==> src/rtl/ram_pkg.sv <==
// Shared definitions for the RAM8..RAM16K family and the block-copy engine:
// word width, per-size address widths and the copy FSM state encoding.
package ram_pkg;

  localparam int DATA_W    = 16;

  localparam int RAM8_AW   = 3;
  localparam int RAM64_AW  = 6;
  localparam int RAM512_AW = 9;
  localparam int RAM4K_AW  = 12;
  localparam int RAM16K_AW = 14;

  typedef enum logic [2:0] {
    IDLE,
    SETUP,
    RD,
    WAIT,
    WR,
    FIN
  } copy_state_t;

endpackage

==> src/rtl/copy_addr_gen.sv <==
// Source/destination pointers and remaining word count for ram_block_copy.
// load captures the request, setup picks the direction, step advances one word.
module copy_addr_gen #(
  parameter int ADDR_W = 14
) (
  input  logic              clk,
  input  logic              re,
  input  logic              load,
  input  logic              setup,
  input  logic              step,
  input  logic [ADDR_W-1:0] src,
  input  logic [ADDR_W-1:0] dst,
  input  logic [ADDR_W:0]   len,
  output logic [ADDR_W-1:0] src_ptr,
  output logic [ADDR_W-1:0] dst_ptr,
  output logic              last,
  output logic              empty
);

  logic [ADDR_W:0]   cnt_q;
  logic              desc_q;
  logic              desc_now;
  logic [ADDR_W-1:0] off;

  // Overlap test uses the unwrapped end address so a copy that wraps past
  // the top of memory is never mistaken for a forward overlap.
  always_comb begin
    desc_now = (dst_ptr > src_ptr) &&
               ({1'b0, dst_ptr} < ({1'b0, src_ptr} + cnt_q));
    off      = ADDR_W'(cnt_q - (ADDR_W+1)'(1));
  end

  always_ff @(posedge clk or posedge re) begin
    if (re) begin
      src_ptr <= '0;
      dst_ptr <= '0;
      cnt_q   <= '0;
      desc_q  <= 1'b0;
    end else if (load) begin
      src_ptr <= src;
      dst_ptr <= dst;
      cnt_q   <= len;
      desc_q  <= 1'b0;
    end else if (setup) begin
      desc_q <= desc_now;
      if (desc_now) begin
        src_ptr <= src_ptr + off;
        dst_ptr <= dst_ptr + off;
      end
    end else if (step) begin
      src_ptr <= desc_q ? src_ptr - ADDR_W'(1) : src_ptr + ADDR_W'(1);
      dst_ptr <= desc_q ? dst_ptr - ADDR_W'(1) : dst_ptr + ADDR_W'(1);
      cnt_q   <= cnt_q - (ADDR_W+1)'(1);
    end
  end

  assign last  = (cnt_q == (ADDR_W+1)'(1));
  assign empty = (cnt_q == '0);

endmodule

==> src/rtl/ram_block_copy.sv <==
// Bus-master block copy engine driving a RAM8..RAM16K style port.
// Optional RAM_BLOCK_COPY_CHECKSUM_EN adds csum, the mod-2^16 sum of written words.
//
// state | meaning
// IDLE  | waiting for start; request captured on start
// SETUP | choose copy direction, set up pointers; len=0 goes straight to FIN
// RD    | issue read at source pointer
// WAIT  | hold read for RD_LAT cycles; latch DOut on the last one
// WR    | write latched word at destination pointer, step pointers
// FIN   | one-cycle done pulse
module ram_block_copy #(
  parameter int ADDR_W = ram_pkg::RAM16K_AW,
  parameter int DATA_W = ram_pkg::DATA_W,
  parameter int RD_LAT = 1
) (
  input  logic              clk,
  input  logic              re,
  input  logic              start,
  input  logic [ADDR_W-1:0] src,
  input  logic [ADDR_W-1:0] dst,
  input  logic [ADDR_W:0]   len,
  output logic              busy,
  output logic              done,
`ifdef RAM_BLOCK_COPY_CHECKSUM_EN
  output logic [DATA_W-1:0] csum,
`endif
  output logic              mem_e,
  output logic [DATA_W-1:0] mem_din,
  output logic [ADDR_W-1:0] mem_addr,
  output logic              mem_w,
  output logic              mem_r,
  input  logic [DATA_W-1:0] mem_dout
);

  import ram_pkg::*;

  copy_state_t       state_q, state_d;
  logic [2:0]        wcnt_q;
  logic [DATA_W-1:0] data_q;
  logic              ag_load, ag_setup, ag_step;
  logic [ADDR_W-1:0] src_ptr, dst_ptr;
  logic              last, empty;

  copy_addr_gen #(.ADDR_W(ADDR_W)) u_addr_gen (
    .clk     (clk),
    .re      (re),
    .load    (ag_load),
    .setup   (ag_setup),
    .step    (ag_step),
    .src     (src),
    .dst     (dst),
    .len     (len),
    .src_ptr (src_ptr),
    .dst_ptr (dst_ptr),
    .last    (last),
    .empty   (empty)
  );

  always_ff @(posedge clk or posedge re) begin
    if (re) state_q <= IDLE;
    else    state_q <= state_d;
  end

  // Read-latency down-counter; DOut is taken when it reaches terminal count.
  always_ff @(posedge clk or posedge re) begin
    if (re) begin
      wcnt_q <= '0;
      data_q <= '0;
    end else begin
      if (state_q == RD)
        wcnt_q <= 3'(RD_LAT - 1);
      else if (state_q == WAIT && wcnt_q != 3'd0)
        wcnt_q <= wcnt_q - 3'd1;
      if (state_q == WAIT && wcnt_q == 3'd0)
        data_q <= mem_dout;
    end
  end

  always_comb begin
    state_d  = state_q;
    ag_load  = 1'b0;
    ag_setup = 1'b0;
    ag_step  = 1'b0;
    busy     = 1'b0;
    done     = 1'b0;
    mem_e    = 1'b0;
    mem_r    = 1'b0;
    mem_w    = 1'b0;
    mem_addr = '0;
    mem_din  = '0;
    case (state_q)
      IDLE: begin
        if (start) begin
          ag_load = 1'b1;
          state_d = SETUP;
        end
      end
      SETUP: begin
        busy     = 1'b1;
        ag_setup = 1'b1;
        state_d  = empty ? FIN : RD;
      end
      RD: begin
        busy     = 1'b1;
        mem_e    = 1'b1;
        mem_r    = 1'b1;
        mem_addr = src_ptr;
        state_d  = WAIT;
      end
      WAIT: begin
        busy     = 1'b1;
        mem_e    = 1'b1;
        mem_r    = 1'b1;
        mem_addr = src_ptr;
        if (wcnt_q == 3'd0) state_d = WR;
      end
      WR: begin
        busy     = 1'b1;
        mem_e    = 1'b1;
        mem_w    = 1'b1;
        mem_addr = dst_ptr;
        mem_din  = data_q;
        ag_step  = 1'b1;
        state_d  = last ? FIN : RD;
      end
      FIN: begin
        done    = 1'b1;
        state_d = IDLE;
      end
      default: state_d = IDLE;
    endcase
  end

`ifdef RAM_BLOCK_COPY_CHECKSUM_EN
  always_ff @(posedge clk or posedge re) begin
    if (re)                  csum <= '0;
    else if (state_q == SETUP) csum <= '0;
    else if (state_q == WR)    csum <= csum + data_q;
  end
`endif

endmodule

==> config.mk <==
export PLATFORM = sky130hd
export DESIGN_NAME = ram_block_copy
export DESIGN_NICKNAME = d
export VERILOG_FILES = /design/src/rtl/ram_pkg.sv /design/src/rtl/copy_addr_gen.sv /design/src/rtl/ram_block_copy.sv
export SDC_FILE = /design/constraint.sdc
export NUM_CORES = 1
export LEC_CHECK = 0
export CAP_MARGIN = 20
export CELL_PAD_IN_SITES_DETAIL_PLACEMENT = 1
export CELL_PAD_IN_SITES_GLOBAL_PLACEMENT = 2
export CORE_ASPECT_RATIO = 1.2
export CORE_MARGIN = 2
export CORE_UTILIZATION = 32
export CTS_CLUSTER_DIAMETER = 60
export DETAILED_ROUTE_END_ITERATION = 8
export PLACE_DENSITY = 0.9
export SYNTH_ARGS = -nofsm -noshare
export SYNTH_HDL_FRONTEND = slang
export SYNTH_SLANG_ARGS = --single-unit
export TNS_END_PERCENT = 5
==> constraint.sdc <==
create_clock -name clk -period 4.8 [get_ports clk]
set_clock_uncertainty 0.05 [all_clocks]
set_input_delay 1.44 -clock clk [delete_from_list [all_inputs] [get_ports clk]]
set_output_delay 1.44 -clock clk [all_outputs]
set_load 0.005 [all_outputs]
==> metrics <==
post-DP HPWL=15.8 mm; All-Layer GR Usage=20.9%; TNS Setup=0 ns; initial core utilization=32.5%; Peak Freq=0.225 GHz; number of global-route vias before repair=6235; final wirelength=20.5 mm; peak supply drop=0.191 mV; R2R setup slack=0.36 ns; Tmin final=4.44 ns; DRT Pass-1 Iters=5; Cells after DPL=1093; Fillers=2252; # rows=55; Seq. cell area=0.00165 mm²; DIE WIDTH=130 µm; final setup fails=0; I/O pin cnt=97; CP Class=flip-flop to flip-flop; H-tree depth=3; Post-Layout Cell Count=1113; CP arrival=4.68 ns; placed instance area=0.00739 mm²; Synth top area share=27.1%; cell accounting for the most synthesized area=dfrtp_1; slew at the pin with the worst max-slew slack=0.804 ns; GRT overflow=0; clock tree buffer depth=2; CTS sink cnt=66; Buffers on Ports=96; Worst-path clk slew=0.06 ns; post-route ant nets=0; Die ar.=0.0202 mm²; worst skew pair latency=0.35 ns; Worst EP required=5.04 ns; period utilisation layout=92.5%; unrepaired setup endpoints after global routing=false; Root Buffer=clkbuf_16; ANT cells=0; CTS tree=built; synth top area cells=dfrtp_1, ha_1, a21oi_1, o21ai_0, nand2_1; cells after synthesis=758; DR vias=6022; first-pass GRT wire length=32.9 mm; Async S/R FF share, synth=100%; Post-Syn Nets=894; post-synth cell types=62; status=finished clean; Post-synth EDFFs=0; Starting DRT DRC Count=222; netlist area before placement=0.00610 mm²; antenna violations before repair=0; final instance area=0.00773 mm²; Crit. End Element=flip-flop; vias per inst=5.41; layout cell share with drive strength beyond 1=8.17%; core area=0.0188 mm²; nets@finish=988; yosys warns=0; largest net degree at the start of global routing=58; Setup crit start kind=flip-flop; syn_area_per_cell=8.05 µm²; worst relative slew slack=46.3%; DRC violation count after routing=0; Max-Cap Viols=0; Die Span Y=155 µm; Synth Register Bits=66; gpl congestion=0.859; Avg WL per Cell=18.5 µm; Crit Path Max Fanout=7; Synth Flop Type=dfrtp_1; TritonCTS Buffers=9; LEAKAGE=0.00335 µW; Pwr per Cell Area=535 mW/mm²; Area Overhead vs Synth=26.8%; register area share after synthesis=27.1%; Slew Limit Fails=0; Hold Path Class=flip-flop to flip-flop; Final Hold Vio Count=0; multi-input logic area=0.00420 mm²
repair_timing:
item                       CTS  global route
setup buffers                0             4
gates resized for setup      0             0
hold buffers                 0             0
setup endpoints to repair    0            18
state kept, by name, summed over array words and instances, names as in the netlist:
| name | flops |
|---|---|
| state_q | 3 |
| wcnt_q | 3 |
| u_addr_gen.dst_ptr | 14 |
| data_q | 16 |
| u_addr_gen.cnt_q | 15 |
| u_addr_gen.src_ptr | 14 |
| u_addr_gen.desc_q | 1 |
cells in the mapped netlist (all sizes together) (4+ instances only):
cell    count
a211oi     13
a21o       15
a21oi      71
a31oi      22
and2        4
and3       19
clkbuf     30
dfrtp      66
ha         71
inv        37
mux2       18
mux2i       4
nand2      74
nand2b      8
nand3      19
nand4       5
nor2       72
nor2b       4
nor3       14
o211ai      7
o21a        5
o21ai      62
o21bai      5
o22ai      12
or2         6
or3         7
or4         6
xnor2      25
xor2       15
through the flow:
stage          util, %  hold slack (ns)  worst slack [ns]  power (µW)
2_1_floorplan        -            0.421             0.748        2630
3_3_place_gp      39.4            0.430             0.459        3330
3_5_place_dp      39.4            0.437             0.371        3410
4_1_cts           41.0            0.453             0.332        4160
5_1_grt           41.2            0.470             0.139        4550
6_report          41.2            0.451             0.359        4140
routing by layer:
metal / vias up / routed length (µm) / track usage [%] / part of all wire [%]
li1: 2942 / - / - / -
met1: 2949 / 8990 / 26.4 / 44
met2: 100 / 10500 / 36.5 / 51
met3: 31 / 466 / 1.93 / 2.3
met4: 0 / 584 / 8.35 / 2.8
met5: - / 0 / 0 / 0
power breakdown:
part / switching [µW] / leakage, µW / internal, µW / total, µW
Sequential: 217 / 0.000766 / 679 / 895
Clock: 306 / 0.000149 / 412 / 718
Combinational: 1350 / 0.00243 / 1180 / 2530
final cells by class:
type | count | area share [%]
Timing Repair Buffer | 116 | 14.4
Multi-Input combinational cell | 621 | 54.3
Tap cell | 256 | 4.14
Sequential cell | 66 | 21.4
Clock buffer | 9 | 2.91
Inverter | 38 | 1.84
Clock inverter | 7 | 1.08
worst max-delay path, stage by stage, from the launching register on:
cell and delay, ns:
dfrtp_1 0.46, or4_4 0.61, or4_1 0.51, or3_1 0.44, xor2_1 0.17, a21oi_1 0.28
ha_1 0.33, or2_2 0.28, a21oi_1 0.15, a31oi_1 0.10, and4_1 0.25, or3_1 0.39
mux2i_1 0.17, o221a_2 0.19
layout by cell type, fill, tap and decap left out, types with 6 or more instances in the layout:
cell type and count:
clkdlybuf4s50_1 96, nand2_1 73, nor2_1 72, a21oi_1 71, ha_1 71, dfrtp_1 66
o21ai_0 61, inv_1 36, xnor2_1 25, a31oi_1 22, buf_4 20, nand3_1 19
and3_1 19, mux2_2 18, a21o_1 15, xor2_1 15, a211oi_1 13, nor3_1 13
o22ai_1 12, clkbuf_16 9, nand2b_1 8, o211ai_1 7, or3_1 7, or2_2 6
logic make-up (layout without fill, tap and decap cells):
group                    count (synthesis)  in the layout  synth area share (%)
buffers and inverters                   71            170                  4.51
AO/OA/AOI/OAI                          239            239                  23.8
XOR/XNOR                                40             40                  5.74
multiplexers                            22             22                  3.98
adder cells (fa/ha/maj)                 74             74                  15.5
flip-flops                              66             66                  27.1
AND/OR/NAND/NOR                        246            246                  19.3
final timing paths:
| check | start | end | cells after the start |
|---|---|---|---|
| max | u_addr_gen.cnt_q[0]$_DFFE_PP0P_ | u_addr_gen.src_ptr[13]$_DFFE_PP0P_ | 13 |
| min | data_q[5]$_DFFE_PP0P_ | data_q[5]$_DFFE_PP0P_ | 1 |
| max reg2reg | u_addr_gen.cnt_q[0]$_DFFE_PP0P_ | u_addr_gen.src_ptr[13]$_DFFE_PP0P_ | 13 |
| max in group asynchronous | re | u_addr_gen.src_ptr[12]$_DFFE_PP0P_ | 3 |
| min in group asynchronous | re | data_q[15]$_DFFE_PP0P_ | 2 |
| min reg2reg | data_q[5]$_DFFE_PP0P_ | data_q[5]$_DFFE_PP0P_ | 1 |
No activity file was read; power rests on OpenSTA's default activity.
